--- config.mk ---
export PLATFORM = sky130hd
export DESIGN_NAME = param_mc_cpu
export DESIGN_NICKNAME = d
export VERILOG_FILES = /design/src/rtl/param_mc_cpu_pkg.sv /design/src/rtl/param_mc_cpu_alu.sv /design/src/rtl/param_mc_cpu.sv
export SDC_FILE = /design/constraint.sdc
export NUM_CORES = 2
export LEC_CHECK = 0
export CORE_AREA = 4 4 512 514
export CTS_CLUSTER_DIAMETER = 60
export CTS_CLUSTER_SIZE = 24
export DETAILED_ROUTE_END_ITERATION = 16
export DIE_AREA = 0 0 516 518
export SYNTH_ARGS = -nofsm -noshare
export SYNTH_HDL_FRONTEND = slang
export SYNTH_SLANG_ARGS = --single-unit
--- constraint.sdc ---
create_clock -name clk -period 20.5 [get_ports clk]
set_input_delay 6.15 -clock clk [delete_from_list [all_inputs] [get_ports clk]]
set_output_delay 6.15 -clock clk [all_outputs]
set_load 0.02 [all_outputs]
--- src/rtl/param_mc_cpu_pkg.sv ---
// param_mc_cpu_pkg: opcodes, FSM states, instruction decode and ALU flag types
package param_mc_cpu_pkg;
    localparam logic [4:0] OP_MOV   = 5'b00001;
    localparam logic [4:0] OP_ADD   = 5'b00010;
    localparam logic [4:0] OP_SUB   = 5'b00011;
    localparam logic [4:0] OP_MUL   = 5'b00100;
    localparam logic [4:0] OP_LOAD  = 5'b01100;
    localparam logic [4:0] OP_STORE = 5'b01101;
    localparam logic [4:0] OP_DIN   = 5'b01110;
    localparam logic [4:0] OP_DOUT  = 5'b01111;
    localparam logic [4:0] OP_JUMP  = 5'b10000;
    localparam logic [4:0] OP_JZ    = 5'b10001;
    localparam logic [4:0] OP_HALT  = 5'b11111;
    typedef enum logic [2:0] {S_IDLE, S_FETCH, S_EXEC, S_WAIT_DIN, S_SEND, S_HALT} state_t;
    // rsrc2 is not a separate field: it aliases isrc[15:11]
    typedef struct packed {
        logic [4:0]  op;
        logic [4:0]  rdst;
        logic [4:0]  rsrc1;
        logic        imm;
        logic [15:0] isrc;
    } ir_t;
    typedef struct packed {
        logic z;
        logic c;
    } alu_flags_t;
    function automatic ir_t decode(input logic [31:0] w);
        return ir_t'(w);
    endfunction
endpackage

--- src/rtl/param_mc_cpu_alu.sv ---
// param_mc_cpu_alu: combinational mov/add/sub/mul with zero, carry/borrow and high product half
module param_mc_cpu_alu import param_mc_cpu_pkg::*; #(
    parameter int DATA_W = 16
) (
    input  logic [4:0]        op,
    input  logic              imm,
    input  logic [DATA_W-1:0] a,
    input  logic [DATA_W-1:0] b,
    output logic [DATA_W-1:0] res,
    output logic [DATA_W-1:0] hi,
    output alu_flags_t        fl
);
    logic [DATA_W:0]     sum;
    logic [DATA_W:0]     diff;
    logic [2*DATA_W-1:0] prod;
    always_comb begin
        sum  = {1'b0, a} + {1'b0, b};
        diff = {1'b0, a} - {1'b0, b};
        prod = (2*DATA_W)'(a) * (2*DATA_W)'(b);
        res  = op == OP_ADD ? sum[DATA_W-1:0] :
               op == OP_SUB ? diff[DATA_W-1:0] :
               op == OP_MUL ? prod[DATA_W-1:0] : imm ? b : a;
        hi   = prod[2*DATA_W-1:DATA_W];
        fl.c = op == OP_SUB ? diff[DATA_W] : sum[DATA_W];
        fl.z = res == '0;
    end
endmodule

--- src/rtl/param_mc_cpu.sv ---
// param_mc_cpu: multi-cycle accumulator-style core with loadable imem, dmem and din/dout handshakes
module param_mc_cpu import param_mc_cpu_pkg::*; #(
    parameter int DATA_W     = 16,
    parameter int NUM_GPR    = 32,
    parameter int IMEM_DEPTH = 16,
    parameter int DMEM_DEPTH = 16
) (
    input  logic                          clk,
    input  logic                          sys_rst,
    input  logic                          run,
    input  logic                          prog_we,
    input  logic [$clog2(IMEM_DEPTH)-1:0] prog_addr,
    input  logic [31:0]                   prog_data,
    input  logic [DATA_W-1:0]             din,
    input  logic                          din_valid,
    output logic                          din_ready,
    output logic [DATA_W-1:0]             dout,
    output logic                          dout_valid,
    input  logic                          dout_ready,
    output logic [$clog2(IMEM_DEPTH)-1:0] pc,
    output logic                          halted,
    output logic                          illegal
);
    localparam int PW = $clog2(IMEM_DEPTH);
    localparam int AW = $clog2(DMEM_DEPTH);
    localparam logic [5:0] NG = 6'(NUM_GPR);
    logic [31:0]       imem [IMEM_DEPTH];
    logic [DATA_W-1:0] dmem [DMEM_DEPTH];
    logic [DATA_W-1:0] gpr [32];
    state_t            state, nxt;
    logic [31:0]       ir;
    ir_t               d;
    logic [DATA_W-1:0] sgpr, a, b, res, hi, wd, dwd;
    logic              z_q, c_q, gwe, dwe;
    alu_flags_t        fl;
    logic [AW-1:0]     da;
    logic [PW-1:0]     pc_inc, tgt;
    // unimplemented registers read as zero
    function automatic logic [DATA_W-1:0] rd(input logic [4:0] i);
        return {1'b0, i} < NG ? gpr[i] : '0;
    endfunction
    always_comb begin
        d      = decode(ir);
        a      = rd(d.rsrc1);
        b      = d.imm ? DATA_W'(d.isrc) : rd(d.isrc[15:11]);
        da     = d.isrc[AW-1:0];
        tgt    = d.isrc[PW-1:0];
        pc_inc = pc + 1'b1;
        nxt    = run ? S_FETCH : S_IDLE;
        gwe    = state == S_EXEC && {1'b0, d.rdst} < NG &&
                 (d.op inside {OP_MOV, OP_ADD, OP_SUB, OP_MUL, OP_LOAD});
        wd     = d.op == OP_LOAD ? dmem[da] : res;
        dwe    = (state == S_EXEC && d.op == OP_STORE) || (state == S_WAIT_DIN && din_valid);
        dwd    = state == S_WAIT_DIN ? din : a;
    end
    param_mc_cpu_alu #(.DATA_W(DATA_W)) u_alu (
        .op (d.op),
        .imm(d.imm),
        .a  (a),
        .b  (b),
        .res(res),
        .hi (hi),
        .fl (fl)
    );
    // memories are never cleared; a reset edge blocks any pending dmem write
    always_ff @(posedge clk) begin
        if (prog_we && (state == S_IDLE || state == S_HALT)) imem[prog_addr] <= prog_data;
        if (dwe && !sys_rst) dmem[da] <= dwd;
    end
    always_ff @(posedge clk) begin
        if (sys_rst) begin
            state      <= S_IDLE;
            pc         <= '0;
            ir         <= '0;
            sgpr       <= '0;
            z_q        <= 1'b0;
            c_q        <= 1'b0;
            dout       <= '0;
            dout_valid <= 1'b0;
            din_ready  <= 1'b0;
            halted     <= 1'b0;
            illegal    <= 1'b0;
            for (int i = 0; i < 32; i++) gpr[i] <= '0;
        end else begin
            if (gwe) gpr[d.rdst] <= wd;
            case (state)
                S_IDLE: if (run) state <= S_FETCH;
                S_FETCH: begin
                    ir    <= imem[pc];
                    state <= S_EXEC;
                end
                S_EXEC: begin
                    state <= nxt;
                    pc    <= pc_inc;
                    case (d.op)
                        OP_MOV, OP_LOAD, OP_STORE: ;
                        OP_ADD, OP_SUB: begin
                            z_q <= fl.z;
                            c_q <= fl.c;
                        end
                        OP_MUL: begin
                            z_q  <= fl.z;
                            sgpr <= hi;
                        end
                        OP_DIN: begin
                            state     <= S_WAIT_DIN;
                            pc        <= pc;
                            din_ready <= 1'b1;
                        end
                        OP_DOUT: begin
                            state      <= S_SEND;
                            pc         <= pc;
                            dout       <= dmem[da];
                            dout_valid <= 1'b1;
                        end
                        OP_JUMP: pc <= tgt;
                        OP_JZ: if (z_q) pc <= tgt;
                        OP_HALT: begin
                            state  <= S_HALT;
                            pc     <= pc;
                            halted <= 1'b1;
                        end
                        default: illegal <= 1'b1;
                    endcase
                end
                S_WAIT_DIN: if (din_valid) begin
                    din_ready <= 1'b0;
                    pc        <= pc_inc;
                    state     <= nxt;
                end
                S_SEND: if (dout_ready) begin
                    dout_valid <= 1'b0;
                    pc         <= pc_inc;
                    state      <= nxt;
                end
                default: ;
            endcase
        end
    end
endmodule

After elaboration in Yosys (flattened, before gate mapping)
Memory sizes are Yosys's and may differ from the RTL's. A register that Yosys moved wholly into a read port is not among the register bits. Cells that the tools add are included.

Bits in registers: 28. Input port bits: 58. Output and inout port bits: 24. Memories kept: 3. RAM bits: 1280. Logic and storage cells: 101.

$mul: 1. Reductions and logical operators: 27. Bitwise operators: 1. Add/subtract/negate cells: 3. Multiplexer cells: 36. Equal/unequal tests: 22.

Memories: gpr (words 32, bits a word 16, rd ports 2, clocked after Yosys merged registers in 0, write ports 32, line param_mc_cpu.sv:29) `logic [DATA_W-1:0] gpr [32];`; imem (words 16, bits a word 32, rd ports 1, clocked after Yosys merged registers in 1, write ports 1, line param_mc_cpu.sv:27) `logic [31:0] imem [IMEM_DEPTH];`; dmem (words 16, bits a word 16, rd ports 1, clocked after Yosys merged registers in 0, write ports 1, line param_mc_cpu.sv:28) `logic [DATA_W-1:0] dmem [DMEM_DEPTH];`.

Operators with widths (count): 16-bit 2-to-1 mux (8); 4-bit one-hot mux with 3 select lines (2); 5-bit by 4-bit equality test with 1-bit output (second input constant) (4); 16-bit adder (1); 16-bit logical NOT (1); 16-bit by 16-bit multiplier with 16-bit output (1); 16-bit OR reduction (1); 16-bit subtractor (1); 5-bit equality test (second input constant) (3); 1-bit 2-to-1 mux (15); 3-bit one-hot mux with 5 select lines (1); 4-bit 2-to-1 mux (3); 11-bit OR reduction (1); 5-bit by 2-bit equality test with 1-bit output (second input constant) (2); 5-bit nonzero test (2); 3-bit 2-to-1 mux (3); 3-bit one-hot mux with 3 select lines (1); 2-bit inequality test (second input constant) (4); 2-bit AND reduction (4); 4-bit AND reduction (2); 3-bit by 2-bit equality test with 1-bit output (second input constant) (2); 3-bit equality test (second input constant) (2); 3-bit AND reduction (2); 3-bit OR reduction (2); other kinds (14) (22).

Longest topological paths before layout
Depth in word-level cells: 8. Depth in mapped cells: 36. Mapped depth without buffers: 31.

Modules after synthesis
A second synthesis with hierarchy kept.

Cell total of the unflattened synthesis: 4808. Area, all modules: 69042.5 um^2.

Modules (own cells, without submodules): param_mc_cpu (cells each 3534, seq. area each 39638.0 um^2, instances 1, area an instance 58678.8 um^2); param_mc_cpu_alu (cells each 1274, seq. area each 0.0 um^2, instances 1, area an instance 10363.7 um^2).

Worst setup path after synthesis
No wires, ideal clock.

Path type: input-to-reg. From: input port prog_we. To: memory imem[0][0] (enable). Required time: 20.039 ns. Setup slack: 11.213 ns. Library setup time: 0.461 ns. Arrival: 8.826 ns. Cell stages on the path: 3. Path buffers: 0. Path through: nand3b_1 > or3_1 > nor3_1.

Longest elaborated chain between the ends: 3.

Ends and longest elaborated chain: start, declared (line param_mc_cpu.sv:11) `input logic prog_we,`; 1-bit logical AND (line param_mc_cpu.sv:67) `if (prog_we && (state == S_IDLE || state == S_HALT)) imem[prog_addr] <= prog_data;`; 1-bit 2-to-1 mux (line param_mc_cpu.sv:67); 1-bit 2-to-1 mux (not written as such) (line param_mc_cpu.sv:67); end, declared (line param_mc_cpu.sv:27).

No other way between the ends.

==> impl_metrics.toml <==
[drt]
via_count = 37900
dr.pass1.iters = 5
wire_per_inst_um = 25.3
drt-initial-drc-count = 4524
route.final.wire_length_mm = 192
via_per_inst = 5.01
ant_nets = 0
drc = 0

[clock_tree]
postCtsSetupBuffers = 0
clockBufferDepth = 3
numCtsBuffers = 105
cts_resized = 0
worstSkewPairLatency_ns = 0.77
clkTransAtPathRegs_ns = 0.09
cts_tree = "yes"
root_buffer = "clkbuf_16"
htree_levels = 3
cts_sinks = 1340
cts.hold.buffers_added = 0

[placement]
hpwl_mm = 123
gp_congestion = 0.923
dp_cells = 7375
placed_area_um2 = 69400
portBuffers = 81

[sta]
hold_violations = 0
post-route-period-util = 0.495
finClkSkew_ns = 0.0698
drv_slew = 0
setup_viol = 0
rsz0062_at_grt = "no"
max_freq_mhz = 98.5
min_period_ns = 10.15
tightest_slew_ns = 1.34
setup_tns_ns = 0
slew_headroom = 0.109

[worst_setup_path]
worst-path-buf-inv = 6
slowest_delay_ns = 0.98
crit_fanout = 91
cp-endpoint = "gpr[8][12]"
path_depth = 25
critPathLaunch = "d[17]"
path_class = "reg2reg"
r2r_setup_slack_ns = 10.35
path_delay_family = "adder cells"
rr_endpoint = "gpr[8][12]"
cp-start-kind = "flop"
cp.arrival_ns = 10.62
cp-end-kind = "flop"
cpMostUsedCell = "fa_1"
crit_slowest_cell = "mux2i_4"
cp_data_required_time_ns = 20.97
r2r-start = "d[17]"
rr_worst_depth = 25

[yosys]
ys_seq_elements = 1340
synth-warning-count = 0
synth_edf_count = 1280
synth_top_area_frac = 0.600
ys_async_sr_fraction = 0
syn_area_um2 = 64000
syn_area_per_cell_um2 = 15.8
yosys.area.top_type = "edfxtp_1"
ys.flop_type = "edfxtp_1"
seq_area_frac_synth = 0.619
ys_types = 79
synthCells = 4059
synth_nets = 4280
yosys-top-cells-area = "edfxtp_1 (60%), mux4_2 (17%), nor2_1 (3.8%), fa_1 (2.6%), dfxtp_1 (1.9%)"

[global_routing]
track_usage = 0.141
antenna_found_initial = 9
grt_pass1_wl_mm = 277
grt_start_max_net_pins = 103
grt_pass1_vias = 38300
grt.overflow.total = 0

[pwr]
p_seq_frac = 0.395
p_per_area_nw_per_um2 = 110
p_int_w = 0.00516
swShare = 0.356
worst_ir_drop_vdd_mv = 0.126
p_sw_w = 0.00285
combPwrFrac = 0.326
pwr-share-clk = 0.280
p_leak_nw = 23.2

[job]
maxCapViolCount = 0

[finish]
area_growth_pct = 14.3
drive_gt1_frac = 0.231
fillerInstances = 25600
nets = 4320
finalInstanceArea_um2 = 73200
final_cell_mix = "edfxtp_1 (1280), nor2_1 (619), mux4_2 (495)"
fin_cells = 7579
final_common_cell = "edfxtp_1"
utilization = 0.285

[die]
die_y_um = 518
die-area_um2 = 267000
ioPinCount = 82
start_util = 0.249
die_w_um = 516
num_rows = 186
coreArea_um2 = 257000

[outcome]
status = "finished clean"

[hold_path]
min_path_type = "reg2reg"
-- stage by stage --
stage / power (W) / hold WS [ns] / worst slack (ns)
after floorplan: 0.00492 / 0.432 / 11.21
final: 0.00801 / 0.460 / 10.35
after global placement: 0.00579 / 0.443 / 10.50
after detailed placement: 0.00578 / 0.452 / 10.33
after CTS: 0.00802 / 0.462 / 10.30
after global routing: 0.00837 / 0.476 / 9.84
-- worst min path at each step --
stage / start / to / slack (ns) / cells past startpoint
after CTS: dout[13] / dout[13] / 0.46 / 2
after floorplan: d[6] / d[6] / 0.43 / 2
after global routing: dout[13] / dout[13] / 0.48 / 2
after global placement: d[6] / d[6] / 0.44 / 2
after detailed placement: dout[13] / dout[13] / 0.45 / 2
final: dout_valid / dout_valid / 0.46 / 2
-- per-layer routing --
| layer | global-route usage | up-vias | wire length, um |
|---|---|---|---|
| met5 | 0 | - | 184 |
| met4 | 0.0510 | 8 | 7950 |
| met3 | 0.0306 | 382 | 18100 |
| met2 | 0.221 | 1976 | 89200 |
| met1 | 0.191 | 19900 | 76400 |
| li1 | - | 15700 | - |
-- cell type report --
cell class	count	area (um^2)	area share
sequential	1340	39700	0.542
antenna	5	12.5	0.000171
timing repair buffer	222	1910	0.0261
inverter	171	642	0.00877
clock buffer	110	2670	0.0365
multi-input combinational	2259	22900	0.313
tap	3384	4230	0.0579
clock inverter	88	1120	0.0153
-- worst reg2reg max path: cells and delay by family, from the launching register on --
kind / cells / cell delay (ns)
AOI/OAI and AO/OA: 4 / 0.74
xor gates and xnor gates: 1 / 0.25
adders and majority gates: 8 / 3.68
buffers and inverters: 6 / 1.19
DFF: 1 / 0.83
muxes: 4 / 2.95
and+or+nand+nor: 2 / 0.20
-- sequential cells by signal, summed over array words and instances (netlist names), 3 cells and up --
| register | flops |
|---|---|
| d | 32 |
| dmem | 256 |
| dout | 16 |
| gpr | 512 |
| imem | 512 |
| pc | 4 |
| state | 3 |
-- logic make-up (layout without fill, tap and decap cells) --
family | after synthesis | after routing | synth area share
fa+ha+maj | 163 | 163 | 0.0415
other cells | 0 | 5 | 0
xor+xnor | 52 | 52 | 0.00819
mux | 601 | 601 | 0.192
compound gates | 332 | 332 | 0.0332
simple gates | 1111 | 1111 | 0.0766
buf+inv | 460 | 591 | 0.0300
flops | 1340 | 1340 | 0.619
-- power groups by stage --
stage | clock network [W] | logic, W | registers, W
CTS | 0.00228 | 0.00258 | 0.00317
detailed placement | 0 | 0.00255 | 0.00323
floorplan | 0 | 0.00175 | 0.00317
global placement | 0 | 0.00256 | 0.00322
global route | 0.00239 | 0.00281 | 0.00317
finish | 0.00224 | 0.00261 | 0.00316
-- cells in the mapped netlist (all sizes together), types with 50 or more instances --
master and instances:
nand2 248, nand2b 50, a21oi 141, clkbuf 196, ha 81, mux2i 92, nor2 644, fa 82
edfxtp 1280, dfxtp 60, inv 171, mux4 496, buf 93
(Power assumes the default switching activity.)
